<file path="src/rtl/nrzi_rx_deser.sv">
// rtl/nrzi_rx_deser.sv - NRZI receive decoder with zero-unstuffing and LSB-first deserialiser
module nrzi_rx_deser #(
    parameter int DATA_W    = 8,
    parameter int STUFF_LEN = 6,
    parameter int MARK_ONE  = 1
) (
    input  logic              clk_i,
    input  logic              resetn_i,
    input  logic              line_i,
    input  logic              bit_en_i,
    input  logic              flush_i,
    input  logic              ready_i,
    output logic [DATA_W-1:0] data_o,
    output logic              valid_o,
    output logic              overflow_o,
    output logic              stuff_err_o
);

    localparam int CNT_W  = $clog2(DATA_W);
    localparam int ONES_W = (STUFF_LEN > 0) ? $clog2(STUFF_LEN + 1) : 1;
    localparam logic [CNT_W-1:0]  LAST_BIT = CNT_W'(DATA_W - 1);
    localparam logic [ONES_W-1:0] ONES_MAX = ONES_W'(STUFF_LEN);

    typedef enum logic {
        S_RUN,
        S_ERR
    } state_t;

    state_t              state_q;
    logic                prev_lvl_q;
    logic [DATA_W-1:0]   shift_q;
    logic [CNT_W-1:0]    bit_cnt_q;
    logic [ONES_W-1:0]   ones_cnt_q;
    logic [DATA_W-1:0]   out_buf_q;
    logic                valid_q;
    logic                overflow_q;
    logic                stuff_err_q;

    logic                raw_bit;
    logic                dec_bit;
    logic                at_stuff;
    logic                word_done;
    logic [DATA_W-1:0]   word_d;

    always_comb begin
        raw_bit   = line_i ^ prev_lvl_q;
        dec_bit   = (MARK_ONE != 0) ? raw_bit : ~raw_bit;
        at_stuff  = (STUFF_LEN > 0) && (ones_cnt_q == ONES_MAX);
        word_done = (bit_cnt_q == LAST_BIT);
        // The final bit is not yet in shift_q; splice it in at the MSB.
        word_d             = shift_q;
        word_d[DATA_W-1]   = dec_bit;
    end

    always_ff @(posedge clk_i or negedge resetn_i) begin
        if (!resetn_i) begin
            state_q     <= S_RUN;
            prev_lvl_q  <= 1'b0;
            shift_q     <= '0;
            bit_cnt_q   <= '0;
            ones_cnt_q  <= '0;
            out_buf_q   <= '0;
            valid_q     <= 1'b0;
            overflow_q  <= 1'b0;
            stuff_err_q <= 1'b0;
        end else begin
            overflow_q <= 1'b0;
            if (valid_q && ready_i) begin
                valid_q <= 1'b0;
            end

            if (flush_i) begin
                state_q     <= S_RUN;
                prev_lvl_q  <= line_i;
                shift_q     <= '0;
                bit_cnt_q   <= '0;
                ones_cnt_q  <= '0;
                stuff_err_q <= 1'b0;
            end else if (bit_en_i) begin
                // Level history is kept even in S_ERR so a later flush resyncs cleanly.
                prev_lvl_q <= line_i;
                if (state_q == S_RUN) begin
                    if (at_stuff) begin
                        if (!dec_bit) begin
                            ones_cnt_q <= '0;
                        end else begin
                            stuff_err_q <= 1'b1;
                            state_q     <= S_ERR;
                            bit_cnt_q   <= '0;
                        end
                    end else begin
                        if (STUFF_LEN > 0) begin
                            ones_cnt_q <= dec_bit ? ones_cnt_q + 1'b1 : '0;
                        end
                        shift_q[bit_cnt_q] <= dec_bit;
                        if (word_done) begin
                            bit_cnt_q <= '0;
                            if (!valid_q || ready_i) begin
                                out_buf_q <= word_d;
                                valid_q   <= 1'b1;
                            end else begin
                                overflow_q <= 1'b1;
                            end
                        end else begin
                            bit_cnt_q <= bit_cnt_q + 1'b1;
                        end
                    end
                end
            end
        end
    end

    assign data_o      = out_buf_q;
    assign valid_o     = valid_q;
    assign overflow_o  = overflow_q;
    assign stuff_err_o = stuff_err_q;

endmodule

</file>
<file path="config.mk">
export PLATFORM = sky130hd
export DESIGN_NAME = nrzi_rx_deser
export DESIGN_NICKNAME = d
export VERILOG_FILES = /design/src/rtl/nrzi_rx_deser.sv
export SDC_FILE = /design/constraint.sdc
export NUM_CORES = 1
export LEC_CHECK = 0
export BUFFER_PORTS_ARGS = -buffer_cell sky130_fd_sc_hd__buf_2
export CAP_MARGIN = 25
export CORE_UTILIZATION = 35
export CTS_CLUSTER_DIAMETER = 50
export DETAILED_ROUTE_END_ITERATION = 6
export PLACE_DENSITY = 0.6
export SLEW_MARGIN = 20
export SYNTH_ARGS = -nofsm -noshare
export SYNTH_HDL_FRONTEND = slang
export SYNTH_SLANG_ARGS = --single-unit
</file>
<file path="constraint.sdc">
create_clock -name clk_i -period 1.96 [get_ports clk_i]
set_input_delay 0.098 -clock clk_i [delete_from_list [all_inputs] [get_ports clk_i]]
set_output_delay 0.098 -clock clk_i [all_outputs]
set_load 0.01 [all_outputs]
</file>
# After elaboration in Yosys (flattened, before gate mapping)
# Index checks and enable logic that the tools add are counted.
[word_totals] rom_bits=0 mem_bits_rw=0 latchBits=0 register_bits=27 inputBits=6 elab_cells=79 output_inout_bits=11 n_memories=0
[op_classes] bitwise_logic=4 div_mod_pow=0 shift=0 n_addsub=2 multipliers=0 n_mux=44 eq_ne=6 reduce_logical=12 order_cmp=2
[op_table] cell="3-bit two-way mux" count=12
[op_table] cell="8-bit two-way mux" count=4
[op_table] cell="1-bit two-way mux" count=26
[op_table] cell="3-bit AND reduction" count=3
[op_table] cell="8-bit bitwise mux" count=1
[op_table] cell="3-bit by 1-bit adder with 3-bit output, second input constant" count=2
[op_table] cell="3-bit equality test, second input constant" count=2
[op_table] cell="3-bit != test, second input constant" count=2
[op_table] cell="6-bit AND reduction" count=1
[op_table] cell="2-bit nonzero test" count=3
[op_table] cell="3-bit by 4-bit < comparator with 1-bit output, second input constant" count=1
[op_table] cell="2-bit != test, second input constant" count=2
[op_table] cell="4-bit AND reduction" count=1
[op_table] cell="1-bit demux with 3-bit select" count=1
[op_table] cell="3-bit by 1-bit greater-or-equal comparator with 1-bit output, second input constant" count=1
[op_table] cell="1-bit NOT" count=3
[op_table] cell="1-bit logical AND" count=2
[op_table] cell="1-bit zero test" count=1
[op_table] cell="1-bit logical OR" count=1
[op_table] cell="1-bit XOR" count=1

# Longest topological paths before layout
# Gate-level depths: netlist of run 1.
[logic_depth] depth_word=9 mapped_depth=6 ltp_nobuf=5

# Worst setup path before layout of run 1
# Ideal clock, no wire load.
[synth_timing] path_kind="register to register" from="register bit_cnt_q[0]" to="register out_buf_q[0], in the netlist data_o[0]" path_stages_with_launch=6 setup_time_ns=0.125 t_required_ns=1.835 path_buffers=0 setup_slack_ns=0.324 synth_period_minus_slack_ns=1.636 arrival_time_ns=1.511 path_cell_list="dfrtp_1 ha_1 ha_1 nor2b_1 nand4_4 mux2_2"
[synth_between] elab_chain_cells=2
[synth_rtl] element="from (decl)" line="32" text="logic [CNT_W-1:0] bit_cnt_q;"
[synth_rtl] element="from (signal assigned)" line="105" text="bit_cnt_q <= bit_cnt_q + 1'b1;"
[synth_rtl] element="3-bit equality test" line="49" text="word_done = (bit_cnt_q == LAST_BIT);"
[synth_rtl] element="6-bit AND reduction (no line)"
[synth_rtl] element="to (signal assigned)" line="99" text="out_buf_q <= word_d;"
[synth_rtl] element="to (decl)" line="34" text="logic [DATA_W-1:0] out_buf_q;"
# No other way between the ends.
# A chain may end at the register's enable or synchronous reset.

# Worst setup path in the final report of run 1
[layout_timing] from="register bit_cnt_q[1]" to="register out_buf_q[1], in the netlist data_o[1]"
# Same word-level chain as after synthesis.

==> results of run 1 <==
## kinds of logic after synthesis
family                     share of synthesized area (%)
muxes                                               14.0
xor gates and xnor gates                           0.673
AOI/OAI and AO/OA                                   4.42
and+or+nand+nor                                     23.7
adders and majority gates                           3.85
buffers and inverters                               3.27
DFF                                                 50.0
## power by group
part / internal (mW) / leakage (nW) / switching [mW]
registers: 0.547 / 0.358 / 0.00947
clock network: 0.273 / 0.0357 / 0.168
logic: 0.0415 / 0.352 / 0.0573
## what timing repair did
action	in CTS	in global routing
hold buffers	1	0
setup buffers	0	0
endpoints found under the hold margin	26	0
## through the flow
stage	power [mW]	utilization, %	hold slack (ns)	setup slack (ns)
after global placement	0.662	41.8	0.124	0.305
after detailed placement	0.667	41.8	0.139	0.235
after CTS	1.12	44.1	0.0859	0.221
final	1.10	44.1	0.0891	0.230
after floorplan	0.629	-	-0.198	0.324
after global routing	1.15	44.1	0.0981	0.0868
## worst min path at each step
| stage | from | to | slack [ns] | cells after the start |
|---|---|---|---|---|
| floorplan | resetn_i | bit_cnt_q[0]$_DFFE_PN0P_ | -0.20 | 0 |
| global placement | resetn_i | data_o[2]$_DFFE_PN0P_ | 0.12 | 1 |
| detailed placement | resetn_i | data_o[4]$_DFFE_PN0P_ | 0.14 | 1 |
| CTS | line_i | prev_lvl_q$_DFFE_PN0N_ | 0.09 | 2 |
| global route | line_i | prev_lvl_q$_DFFE_PN0N_ | 0.1 | 2 |
| finish | line_i | prev_lvl_q$_DFFE_PN0N_ | 0.09 | 2 |
## metal layers
metal	up-vias	track usage [%]	share of wire, %
li1	432	-	-
met1	446	18.1	47
met2	19	22.8	49
met3	0	3.28	3.7
met4	0	2.62	0
met5	-	0	0
## flip-flops by register name, indices dropped and copies added (netlist names)
| signal | count |
|---|---|
| state_q | 1 |
| stuff_err_o | 1 |
| overflow_o | 1 |
| ones_cnt_q | 3 |
| shift_q | 7 |
| prev_lvl_q | 1 |
| valid_o | 1 |
| data_o | 8 |
| bit_cnt_q | 3 |
## placed cells by master, fill, tap and decap left out
cell | Yosys | routed
a211oi_1 | 1 | 1
a21oi_1 | 1 | 1
a22o_1 | 1 | 1
a31oi_1 | 4 | 4
and2_1 | 1 | 1
buf_2 | 4 | 16
buf_4 | 2 | 5
bufinv_16 | 0 | 1
clkbuf_8 | 0 | 3
dfrtp_1 | 26 | 26
dlygate4sd3_1 | 0 | 1
ha_1 | 4 | 4
inv_1 | 1 | 1
mux2_2 | 10 | 10
mux2i_1 | 7 | 7
nand2_1 | 6 | 6
nand2b_1 | 9 | 9
nand3_1 | 4 | 4
nand3b_1 | 2 | 2
nand4_1 | 4 | 4
nand4_4 | 1 | 1
nand4b_1 | 5 | 5
nor2_1 | 5 | 5
nor2b_1 | 4 | 4
nor4_2 | 1 | 1
nor4_4 | 1 | 1
o21ai_0 | 1 | 1
o22ai_1 | 1 | 1
or2b_4 | 1 | 1
or4b_1 | 1 | 1
xor2_1 | 1 | 1
## area by class of cell
type	count	area [um2]
fill	335	1920
sequential	26	651
multi-input combinational	76	608
timing repair buffer	22	128
clock inverter	1	30.0
inverter	1	3.75
clock buffer	3	41.3
tap	46	57.6
## critical path, cell delays in order, from the launching register on
cell and delay [ns]:
dfrtp_1 0.42, ha_1 0.19, ha_1 0.18, nor2b_1 0.27
nand4_4 0.22, mux2_2 0.33
==> out/results.ini, run 1 <==
[global_route]
grt_antenna_before_repair=0
grt_max_degree=27
grt_usage_pct=13.8
grt_pass1_vias=940
grt.overflow.total=0
grt_pass1_wl_mm=4.35

[logic_synthesis]
synth_top_area_share_pct=50.0
synth_edf_count=0
synth_warnings=0
synth_area_um2=1300
yosys.area.top_type=dfrtp_1
syn_nets=120
yosysSeqAreaShare_pct=50.0
yosysUniqueCellTypes=29
ys.flop_type=dfrtp_1
synth_cells=110
yosysMostFrequentCell=dfrtp_1
synth_seq_cells=26
syn_avg_cell_area_um2=11.8
async_reset_ff_share_pct=100
synthTopCellsByCount=26 x dfrtp_1, 10 x mux2_2, 9 x nand2b_1, 7 x mux2i_1, 6 x nand2_1
synthTopCellsByArea=dfrtp_1 50%, mux2_2 8.7%, mux2i_1 5.4%, nand2b_1 4.3%, ha_1 3.8%

[pwr]
power.density_nw_per_um2=722
irDropWorstVdd_v=0.000484
power.leakage_nw=0.746

[cts]
clk_latency_ns=0.27
cts_tree=yes
clockBufferDepth=2
htreeDepth=1
cts_resized=0
cts_sinks=26
cts_buffers=3
clock-root-buffer=clkbuf_8
clk_pin_slew_worst_paths_ns=0.09

[critical_path]
rr_worst_depth=5
critPathKind=flop to flop
setup.worst_path.start=bit_cnt_q[1]$_DFFE_PN0P_
start_kind=flop
crit_fanout=8
regToRegEndpoint=data_o[1]$_DFFE_PN0P_
cp.arrival_ns=1.89
cp-end-kind=flop
crit_end=data_o[1]$_DFFE_PN0P_
r2r_setup_slack_ns=0.23
cp.required_ns=2.12
r2r_start=bit_cnt_q[1]$_DFFE_PN0P_

[floorplan]
dieHeight_um=63.0
design.core.area_um2=3440
rows=21
dieArea_um2=3970
io-pin-count=17
start_util_pct=37.8
die_w_um=63.0

[cells_and_area]
postLayoutCellArea_um2=1520
drive_gt1_share_pct=30.2
instances_no_fill=175
syn_to_final_growth_pct=16.7
antenna_cells=0
nNetsFinal=140

[sta]
drv_slew=0
tns_ns=0
finalCritPeriodShare_pct=88.3
skew_ns=0.00171
fmax_mhz=578
post-route-min-period_ns=1.73
maxSlewHeadroom_pct=61.1
hold_viol_final=0
rsz0062_at_grt=false
tightest_slew_ns=0.584
setup_viol=0

[drt]
drc=0
firstDrtPassIters=4
vias=897
viasPerCell=5.13
wl_per_cell_um=13.8
ant_nets=0
wirelength_mm=2.41
drt_iter0_drc=11

[placement]
dpl.cell_count=170
dpl_cell_area_um2=1440
place.port_buffers=16
place_congestion=0.802
hpwl_mm=1.72

[min_path]
min_path_type=input port to flop

[run_status]
run_status=finished, final reports clean

[job]
max_cap_viol_count=0

(Power assumes the default switching activity.)
==> run 2, diff against run 1 <==
--- a/config.mk
+++ b/config.mk
@@ -5,6 +5,7 @@
 export SDC_FILE = /design/constraint.sdc
 export NUM_CORES = 1
 export LEC_CHECK = 0
+export ABC_AREA = 1
 export BUFFER_PORTS_ARGS = -buffer_cell sky130_fd_sc_hd__buf_2
 export CAP_MARGIN = 25
 export CORE_UTILIZATION = 35
==> run 2 against run 1 <==
Net effect:
- first-iteration DRC count increased to 3.3 times the previous value
- global-route usage increased by 0.076 points
- non-clock buffer count down 5
- wire length decreased by 0.58%
- sequential power rose by 1%
- die area up 1.1%
- combinational power is 2.1% lower
- register-to-register slack gained 0.21 ns
- setup slack improved by 0.21 ns
- maximum frequency is 14% higher
- sequential share of layout area stayed put
- critical endpoint is now data_o[3]$_DFFE_PN0P_
- highest routed layer is now met4
==> out/results.ini, run 2 <==
[global_route]
grt_max_degree=27
grt_usage_pct=13.8
grt_pass1_vias=977
grt.met3_usage_pct=2.36
grt-busiest-layer=met2
grt_use_met2_pct=22.9
grt.overflow.total=0
grt_pass1_wl_mm=4.37
grt_antenna_before_repair=0
grt_util_met1_pct=18.0

[pwr]
power.switching_mw=0.247
power_mw=1.10
p_int_mw=0.852
power_frac_comb_pct=8.8
power.density_nw_per_um2=724
power.leakage_nw=0.776
p_seq_share_pct=51.2
irDropWorstVdd_v=0.000268
switching_share_pct=22.5
p_clk_share_pct=40.0

[placement]
place_congestion=0.875
place_ws_ns=0.475
hpwl_mm=1.79
place.port_buffers=16

[logic_synthesis]
synth_edf_count=0
syn_avg_cell_area_um2=8.38
synth_seq_cells=26
synth_cells=157
synthTopCellsByCount=41 x nand2_1, 26 x dfrtp_1, 22 x inv_1, 15 x nand3_1
ys.flop_type=dfrtp_1
syn_nets=167
async_reset_ff_share_pct=100
yosysUniqueCellTypes=20
synthTopCellsByArea=dfrtp_1 49%, nand2_1 12%, inv_1 6.3%, nand3_1 5.7%, o21ai_2 5.3%
synth_warnings=0
yosysSeqAreaShare_pct=49.4
yosysMostFrequentCell=nand2_1
synth_top_area_share_pct=49.4
yosys.area.top_type=dfrtp_1
synth_area_um2=1320

[min_path]
whs_endpoint=state_q$_DFFE_PN0N_
hold_path_depth=3
min_from=bit_en_i
min_path_type=input port to flop

[drt]
drc=0
wirelength_mm=2.40
ant_nets=0
viasPerCell=4.64
drt_iter0_drc=36
wl_per_cell_um=10.8
firstDrtPassIters=4
vias=1031

[critical_path]
path_common_cell=nand2_4
crit_fanout=16
r2r_setup_slack_ns=0.44
critPathKind=flop to flop
start_kind=flop
rr_worst_depth=8
worstPathCellList=inv_1 -> ha_1 -> nand2_4 -> nand2_4 -> nor2_4 -> nand3_4 -> nand2_1 -> o21ai_2
cp.required_ns=2.12
cp-end-kind=flop
regToRegEndpoint=data_o[3]$_DFFE_PN0P_
r2r_start=ones_cnt_q[0]$_DFFE_PN0P_
crit_slowest_cell=dfrtp_1
cp.arrival_ns=1.67
critPathMaxStageDelay_ns=0.40

[sta]
drv_slew=0
hold_viol_final=0
tns_ns=0
timing.final.ws_setup_ns=0.444
setup_viol=0
fmax_mhz=659
rsz0062_at_grt=false
finalCritPeriodShare_pct=77.4
maxSlewHeadroom_pct=60.3
skew_ns=0.00661
post-route-min-period_ns=1.52
tightest_slew_ns=0.596

[cts]
holdBufCountCts=1
cts_setup_buffers=0
clockBufferDepth=2
cts_buffers=3
cts_tree=yes
clk_latency_ns=0.27
cts_sinks=26
cts_resized=0
clock-root-buffer=clkbuf_8
clk_pin_slew_worst_paths_ns=0.09
htreeDepth=1

[cells_and_area]
drive_gt1_share_pct=20.5
final_common_cell=nand2_1
final_cell_mix=41 x nand2_1, 26 x dfrtp_1, 22 x inv_1
largest_reg_flops=8
nNetsFinal=187
antenna_cells=0
syn_to_final_growth_pct=15.4

[job]
max_cap_viol_count=0

[floorplan]
dieHeight_um=63.3
io-pin-count=17
die_w_um=63.3
rows=21
design.core.area_um2=3470
dieArea_um2=4010
start_util_pct=38.0

[run_status]
run_status=finished, final reports clean

-- run 2: cell count changes after synthesis, moves of 7 or more --
cell      previous run  this run
nand2b_1             9         0
nor2_1               5        13
mux2i_1              7         0
o21ai_0              1        13
nand3_1              4        15
nand2_1              6        41
inv_1                1        22
mux2_2              10         0
o21ai_2              0         8
-- run 2: cell type report --
cell class,count,area (um2)
Clock buffer,3,41.3
Clock inverter,1,30.0
Fill cell,367,1950
Inverter,24,92.6
Multi-Input combinational cell,105,557
Sequential cell,26,651
Tap cell,46,57.6
Timing Repair Buffer,17,90.1
-- run 2: stage by stage --
step / cells / cell area, um2 / util [%] / hold WS (ns)
after CTS: 222 / 1520 / 43.8 / 0.0956
after floorplan: 157 / 1320 / - / -0.198
after detailed placement: 217 / 1440 / 41.5 / 0.135
final: 222 / 1520 / 43.8 / 0.0970
after global placement: 217 / 1440 / 41.5 / 0.124
after global routing: 222 / 1520 / 43.8 / 0.0964
-- run 2: power by group through the flow --
stage / Sequential, mW / Clock (mW) / Combinational, mW
floorplan: 0.572 / 0 / 0.0588
global placement: 0.572 / 0 / 0.0940
detailed placement: 0.573 / 0 / 0.0963
CTS: 0.563 / 0.446 / 0.0982
global route: 0.566 / 0.473 / 0.114
finish: 0.563 / 0.440 / 0.0967
-- run 2: logic make-up after synthesis --
group                    Yosys count  share of synthesized area (%)
AND/OR/NAND/NOR                   79                           27.8
AO/OA/AOI/OAI                     22                           10.7
buffers and inverters             26                           8.27
flip-flops                        26                           49.4
adder cells (fa/ha/maj)            4                           3.80
-- run 2: worst max path at each step --
stage,cells after the start,startpoint,endpoint,slack (ns)
floorplan,9,ones_cnt_q[0]$_DFFE_PN0P_,data_o[2]$_DFFE_PN0P_,0.59
global placement,8,ones_cnt_q[0]$_DFFE_PN0P_,data_o[0]$_DFFE_PN0P_,0.55
detailed placement,8,ones_cnt_q[0]$_DFFE_PN0P_,data_o[6]$_DFFE_PN0P_,0.48
CTS,8,ones_cnt_q[0]$_DFFE_PN0P_,data_o[6]$_DFFE_PN0P_,0.45
global route,8,ones_cnt_q[0]$_DFFE_PN0P_,data_o[3]$_DFFE_PN0P_,0.33
finish,8,ones_cnt_q[0]$_DFFE_PN0P_,data_o[3]$_DFFE_PN0P_,0.44
-- run 2: metal layers --
layer	routed length (um)	part of all wire, %
met5	0	0
met4	46	1.9
met3	91	3.8
met2	1110	46
met1	1150	48
-- run 2: critical path, delay by kind of cell (launching register included) --
kind	cells	cell delay, ns
flip-flops	1	0.40
adder cells (fa/ha/maj)	1	0.23
AND/OR/NAND/NOR	5	0.65
buffers and inverters	1	0.08
AO/OA/AOI/OAI	1	0.06
